**config.mk**
```make
export PLATFORM = sky130hd
export DESIGN_NAME = uart2wifi_core_flat
export DESIGN_NICKNAME = d
export VERILOG_FILES = /design/src/rtl/uart2wifi_pkg.sv /design/src/rtl/uart2wifi_core_if.sv /design/src/rtl/uart2wifi_core_baudtick.sv /design/src/rtl/uart2wifi_core.sv /design/src/flat_wrapper.sv
export SDC_FILE = /design/constraint.sdc
export NUM_CORES = 1
export LEC_CHECK = 0
export ABC_AREA = 1
export CORE_MARGIN = 1
export CORE_UTILIZATION = 54
export CTS_BUF_LIST = sky130_fd_sc_hd__clkbuf_2 sky130_fd_sc_hd__clkbuf_4 sky130_fd_sc_hd__clkbuf_8
export CTS_CLUSTER_SIZE = 30
export DETAILED_ROUTE_END_ITERATION = 10
export DONT_BUFFER_PORTS = 1
export PLACE_DENSITY_LB_ADDON = 0.12
export SLEW_MARGIN = 15
export SYNTH_ARGS = -nofsm -noshare
export SYNTH_HDL_FRONTEND = slang
export SYNTH_SLANG_ARGS = --single-unit
```
**constraint.sdc**
```tcl
create_clock -name clk -period 2.5 [get_ports clk]
set_input_delay 0.375 -clock clk [delete_from_list [all_inputs] [get_ports clk]]
set_output_delay 0.375 -clock clk [all_outputs]
set_load 0.02 [all_outputs]
```
**src/rtl/uart2wifi_pkg.sv**
```systemverilog
// Shared types and constants for the UART-to-WiFi bridge core.
package uart2wifi_pkg;

  // Link-direction FSM encoding; the status register exposes these two bits.
  typedef enum logic [1:0] {
    IDLE = 2'd0,
    RX   = 2'd1,
    TX   = 2'd2
  } state_t;

  // Register port address map.
  localparam logic [1:0] REG0       = 2'd0;
  localparam logic [1:0] REG1       = 2'd1;
  localparam logic [1:0] REG2       = 2'd2;
  localparam logic [1:0] REG_STATUS = 2'd3;

  // Clocks per baud tick and register width used when not overridden.
  localparam int DEFAULT_BAUD_DIV = 10;
  localparam int DEFAULT_DATA_W   = 32;

endpackage

```
**src/rtl/uart2wifi_core_if.sv**
```systemverilog
// Register access port between the bus master and the bridge core.
interface uart2wifi_core_if #(
  parameter int DATA_W = 32
);

  logic [1:0]        reg_addr;
  logic [DATA_W-1:0] reg_wdata;
  logic              reg_write;
  logic              reg_read;
  logic [DATA_W-1:0] reg_rdata;

  modport master (
    output reg_addr,
    output reg_wdata,
    output reg_write,
    output reg_read,
    input  reg_rdata
  );

  modport slave (
    input  reg_addr,
    input  reg_wdata,
    input  reg_write,
    input  reg_read,
    output reg_rdata
  );

endinterface

```
**src/rtl/uart2wifi_core_baudtick.sv**
```systemverilog
// Baud-rate tick generator: one registered pulse every BAUD_DIV clocks.
module uart2wifi_core_baudtick
  import uart2wifi_pkg::*;
#(
  parameter int BAUD_DIV = DEFAULT_BAUD_DIV
) (
  input  logic clk,
  input  logic rst,
  output logic baudtick
);

  localparam int              CNT_W   = (BAUD_DIV > 2) ? $clog2(BAUD_DIV) : 1;
  localparam logic [CNT_W-1:0] CNT_MAX = CNT_W'(BAUD_DIV - 1);
  localparam logic [CNT_W-1:0] CNT_ONE = CNT_W'(1);

  logic [CNT_W-1:0] cnt_q;
  logic [CNT_W-1:0] cnt_d;
  logic             tick_q;
  logic             tick_d;

  // Advance the counter and raise the tick on the cycle the counter wraps.
  always_comb begin
    cnt_d  = cnt_q;
    tick_d = 1'b0;
    if (cnt_q == CNT_MAX) begin
      cnt_d  = {CNT_W{1'b0}};
      tick_d = 1'b1;
    end else begin
      cnt_d  = cnt_q + CNT_ONE;
      tick_d = 1'b0;
    end
  end

  // Counter and tick flops; reset restarts the period from zero.
  always_ff @(posedge clk) begin
    if (rst) begin
      cnt_q  <= {CNT_W{1'b0}};
      tick_q <= 1'b0;
    end else begin
      cnt_q  <= cnt_d;
      tick_q <= tick_d;
    end
  end

  assign baudtick = tick_q;

endmodule

```
**src/rtl/uart2wifi_core.sv**
```systemverilog
// Bridge core: baud tick generator, three R/W registers plus status, and the
// link-direction FSM that drives the board LED.
module uart2wifi_core
  import uart2wifi_pkg::*;
#(
  parameter int BAUD_DIV = DEFAULT_BAUD_DIV,
  parameter int DATA_W   = DEFAULT_DATA_W
) (
  input  logic                   clk,
  input  logic                   rst,
  input  logic                   switch_in,
  input  logic                   data_in_test,
  input  logic                   data_out_test,
  uart2wifi_core_if.slave        bus,
  output logic                   baudtick,
  output logic                   board_led0
);

  state_t            state_q;
  state_t            state_d;
  logic              led_q;
  logic              led_d;
  logic [DATA_W-1:0] regs_q [3];
  logic [DATA_W-1:0] regs_d [3];
  logic [DATA_W-1:0] status_s;
  logic [DATA_W-1:0] rdata_s;

  uart2wifi_core_baudtick #(
    .BAUD_DIV (BAUD_DIV)
  ) u_baudtick (
    .clk      (clk),
    .rst      (rst),
    .baudtick (baudtick)
  );

  // FSM state register, LED flop and register file storage.
  always_ff @(posedge clk) begin
    if (rst) begin
      state_q <= IDLE;
      led_q   <= 1'b0;
      for (int i = 0; i < 3; i++) begin
        regs_q[i] <= {DATA_W{1'b0}};
      end
    end else begin
      state_q <= state_d;
      led_q   <= led_d;
      for (int i = 0; i < 3; i++) begin
        regs_q[i] <= regs_d[i];
      end
    end
  end

  // Next state: receive request wins over transmit request, else idle.
  always_comb begin
    state_d = IDLE;
    if (data_in_test) begin
      state_d = RX;
    end else if (data_out_test) begin
      state_d = TX;
    end else begin
      state_d = IDLE;
    end
  end

  // FSM outputs: LED lights for the switch or any active link direction.
  always_comb begin
    led_d    = switch_in | (state_q != IDLE);
    status_s = {{(DATA_W-2){1'b0}}, state_q};
  end

  // Register write path; writes to the status address are dropped.
  always_comb begin
    regs_d = regs_q;
    if (bus.reg_write) begin
      case (bus.reg_addr)
        REG0:    regs_d[0] = bus.reg_wdata;
        REG1:    regs_d[1] = bus.reg_wdata;
        REG2:    regs_d[2] = bus.reg_wdata;
        default: regs_d    = regs_q;
      endcase
    end else begin
      regs_d = regs_q;
    end
  end

  // Combinational read mux; returns zero when no read is requested.
  always_comb begin
    rdata_s = {DATA_W{1'b0}};
    if (bus.reg_read) begin
      case (bus.reg_addr)
        REG0:       rdata_s = regs_q[0];
        REG1:       rdata_s = regs_q[1];
        REG2:       rdata_s = regs_q[2];
        REG_STATUS: rdata_s = status_s;
        default:    rdata_s = {DATA_W{1'b0}};
      endcase
    end else begin
      rdata_s = {DATA_W{1'b0}};
    end
  end

  assign bus.reg_rdata = rdata_s;
  assign board_led0    = led_q;

endmodule

```
**src/flat_wrapper.sv**
```systemverilog
// flat-port wrapper written by rule: the top's interface ports become plain ports
module uart2wifi_core_flat import uart2wifi_pkg::*;
#(
  parameter int BAUD_DIV = DEFAULT_BAUD_DIV,
  parameter int DATA_W   = DEFAULT_DATA_W
)
  (clk, rst, switch_in, data_in_test, data_out_test, baudtick, board_led0, bus_reg_addr, bus_reg_wdata, bus_reg_write, bus_reg_read, bus_reg_rdata);
  uart2wifi_core_if #(.DATA_W(DATA_W)) bus_i ();
  input  logic clk;
  input  logic rst;
  input  logic switch_in;
  input  logic data_in_test;
  input  logic data_out_test;
  output logic baudtick;
  output logic board_led0;
  input wire logic [$bits(bus_i.reg_addr)-1:0] bus_reg_addr;
  input wire logic [$bits(bus_i.reg_wdata)-1:0] bus_reg_wdata;
  input wire logic [$bits(bus_i.reg_write)-1:0] bus_reg_write;
  input wire logic [$bits(bus_i.reg_read)-1:0] bus_reg_read;
  output wire logic [$bits(bus_i.reg_rdata)-1:0] bus_reg_rdata;
  assign bus_i.reg_addr = bus_reg_addr;
  assign bus_i.reg_wdata = bus_reg_wdata;
  assign bus_i.reg_write = bus_reg_write;
  assign bus_i.reg_read = bus_reg_read;
  assign bus_reg_rdata = bus_i.reg_rdata;
  uart2wifi_core #(.BAUD_DIV(BAUD_DIV), .DATA_W(DATA_W)) u_core (.clk(clk), .rst(rst), .switch_in(switch_in), .data_in_test(data_in_test), .data_out_test(data_out_test), .bus(bus_i), .baudtick(baudtick), .board_led0(board_led0));
endmodule
```
==> summary.txt <==
Status -> finished, violations left
Failing checks -> design-rule violations
GRT overflow -> 0
Clk sink count -> 104
Final-stage net count -> 750
Area occupied by multi-input gates -> 2350 um2
DP Cell Count -> 804
Antenna Nets Post-Route -> 0
Hold Path Stages -> 1
CTS clk-pin slew, worst paths -> 90 ps
# rows -> 34
Inserted Clock Buffers -> 9
CP Launch Type -> input pin
IO Pins -> 75
Core ar. -> 8850 um2
# setup viols final -> 0
Synthesis-stage register bit count -> 104
DP Wirelength -> 7310 um
Hold Buf Count CTS -> 0
Yosys top cell by area -> dfxtp_1
Non-filler instance count after layout -> 820
Synth area leaders -> dfxtp_1 42%, nand3_1 13%, nand2_1 12%
DRC -> 5
Register area -> 2080 um2
Synth unique cells -> 19
Width of the chip -> 98.2 um
CP Buf/Inv Count -> 3
R2R Path End -> u_core.u_baudtick.cnt_q[2]$_SDFF_PP0_
Area growth syn-to-layout -> 2.88%
PwrDens -> 608 nW/um2
Filler Cells Inserted -> 881
Worst r2r src -> u_core.u_baudtick.cnt_q[0]$_SDFF_PP0_
Worst R2R Setup Slack -> 1320 ps
Iter 0 DRT Violations -> 352
Minimum clock period -> 1900 ps
Detailed Route WL -> 12,300 um
GRT Total Usage -> 0.264
Leak Pwr -> 2.26 nW
Hold Violations, Final -> 0
H-tree depth -> 3
RSZ-0062 raised after global routing -> no
Routed length per instance -> 15.0 um
Initial antenna violation count -> 0
Yosys warns -> 0
Initial core utilization -> 0.565
# port buffers -> 0
Longest Clk Path Bufs -> 2
Synth top area share -> 0.416
Cts repair resizes -> 0
Hold Startpoint -> rst
Pre-CTS WS -> 634 ps
Total number of vias -> 4,734
Seq/Total Area, Yosys -> 0.416
Worst min-delay path category -> input pin to register
Core Util, Final -> 0.582
CTS root buffer -> clkbuf_8
Delay-heaviest family, CP -> buffers and inverters
Post-CTS Setup Inserts -> 0
Syn Area/Cell -> 6.66 um2
CTS tree -> done
Count leader, synth -> nand2_1
Post-route clock period utilization -> 0.758
Hold Path Sink -> u_core.board_led0$_SDFF_PP0_
Cells on worst reg2reg path -> 4
Worst path max stage delay -> 450 ps
Critical path data required time -> 2120 ps
Synth top cells by count -> 164 x nand2_1, 129 x nand3_1, 104 x dfxtp_1
Vias/cell -> 5.77
WS Path Type -> input pin to primary output
Post-Synthesis Cells -> 751
Post-synth EDFFs -> 0
VDD IR max -> 0.317 mV
Worst path slowest cell -> inv_2
Die H -> 98.2 um
Die Area -> 9650 um2
Synthesized area -> 5000 um2
Setup_tns -> 0 ps
Worst-margin pin slew -> 615 ps
DRT Pass-1 Iters -> 10
Prevailing post-synth register cell -> dfxtp_1
Worst Setup End Kind -> primary output
Worst path most repeated cell -> nand3_1
Max Slew Vio Count -> 0
First-pass GRT wire length -> 20,800 um
Worst skew pair latency -> 360 ps
Share of cells above drive strength 1 -> 0.0449
Gpl congestion -> 0.746
Largest net degree at the start of global routing -> 98
Net Count, Synth -> 794
Reported max-cap violation count -> 0
Peak Freq -> 527 MHz
Worst setup margin -> 604 ps
Worst-case clock skew -> 0.650 ps
Cells along the critical path -> inv_2 > buf_4 > nand3_1 > nand3_1 > nand2_1 > inv_1
Slew margin rel. -> 0.590
Crit path DAT -> 1520 ps
Vias in the first global route -> 4,294
Synth async-reset ratio -> 0
N_diodes -> 0
Critical-path maximum fanout -> 71
-- flip-flops by register name, summed over array words and instances (netlist names) --
name                        cells
u_core.u_baudtick.baudtick      1
u_core.board_led0               1
u_core.u_baudtick.cnt_q         4
u_core.regs_q                  96
u_core.state_q                  2
-- logic make-up after synthesis --
| kind of cell | share of synthesized area |
|---|---|
| AOI/OAI and AO/OA | 0.0680 |
| xor gates and xnor gates | 0.00175 |
| DFF | 0.416 |
| buffers and inverters | 0.114 |
| and+or+nand+nor | 0.395 |
| adders and majority gates | 0.00500 |
-- cells in the final DEF, fill, tap and decap left out --
cell	count
nand3_1	129
inv_1	68
bufinv_16	1
clkbuf_8	11
clkbuf_4	1
buf_4	11
buf_12	1
clkinvlp_4	1
clkinv_1	1
inv_6	1
o21ai_0	3
nand4_1	63
clkinv_2	1
nor2_1	78
nor3_1	2
a21oi_1	65
nor2_2	1
dfxtp_1	104
ha_1	2
nand2_1	164
nor2_4	1
inv_2	2
xnor2_1	1
-- worst reg2reg max path: cells and delay by family (launching register included) --
family,cells,cell delay [ps]
flip-flops,1,410
AO/OA/AOI/OAI,1,340
adder cells (fa/ha/maj),1,160
AND/OR/NAND/NOR,2,150
-- layout make-up --
cell class | instances | area share
multi-input cells | 509 | 0.457
clock buffers | 12 | 0.0309
flip-flops and latches | 104 | 0.405
inverters | 71 | 0.0518
clock inverters | 4 | 0.00997
well taps | 108 | 0.0263
repair buffers | 12 | 0.0199
-- stage by stage --
step,hold slack (ps),power [W],instance area (um2)
detailed placement,446,0.00207,4940
floorplan,435,0.00208,5000
global placement,442,0.00206,4940
finish,79.1,0.00313,5150
CTS,56.9,0.00316,5150
global route,41.8,0.00327,5150
-- layer usage --
metal	share of wire	track usage	routed length, um
met5	0	0	0
met4	0.013	0.0723	159
met3	0.061	0.0616	749
met2	0.48	0.438	5890
met1	0.45	0.346	5480
-- power breakdown --
part | internal, W | switching (W) | total (W)
logic | 0.0000956 | 0.000174 | 0.000269
clock network | 0.000532 | 0.000569 | 0.00110
registers | 0.00172 | 0.0000371 | 0.00176
-- how the worst max path moves through the flow --
stage | slack, ps | cells after the start | to | startpoint
2_1_floorplan | 870 | 7 | bus_reg_rdata[13] | bus_reg_addr[0]
3_3_place_gp | 670 | 6 | bus_reg_rdata[25] | bus_reg_addr[0]
3_5_place_dp | 630 | 6 | bus_reg_rdata[25] | bus_reg_addr[0]
4_1_cts | 640 | 6 | bus_reg_rdata[25] | bus_reg_addr[0]
5_1_grt | 510 | 6 | bus_reg_rdata[22] | bus_reg_addr[0]
6_report | 600 | 6 | bus_reg_rdata[22] | bus_reg_addr[0]
Power figures use the tool's default switching activity.
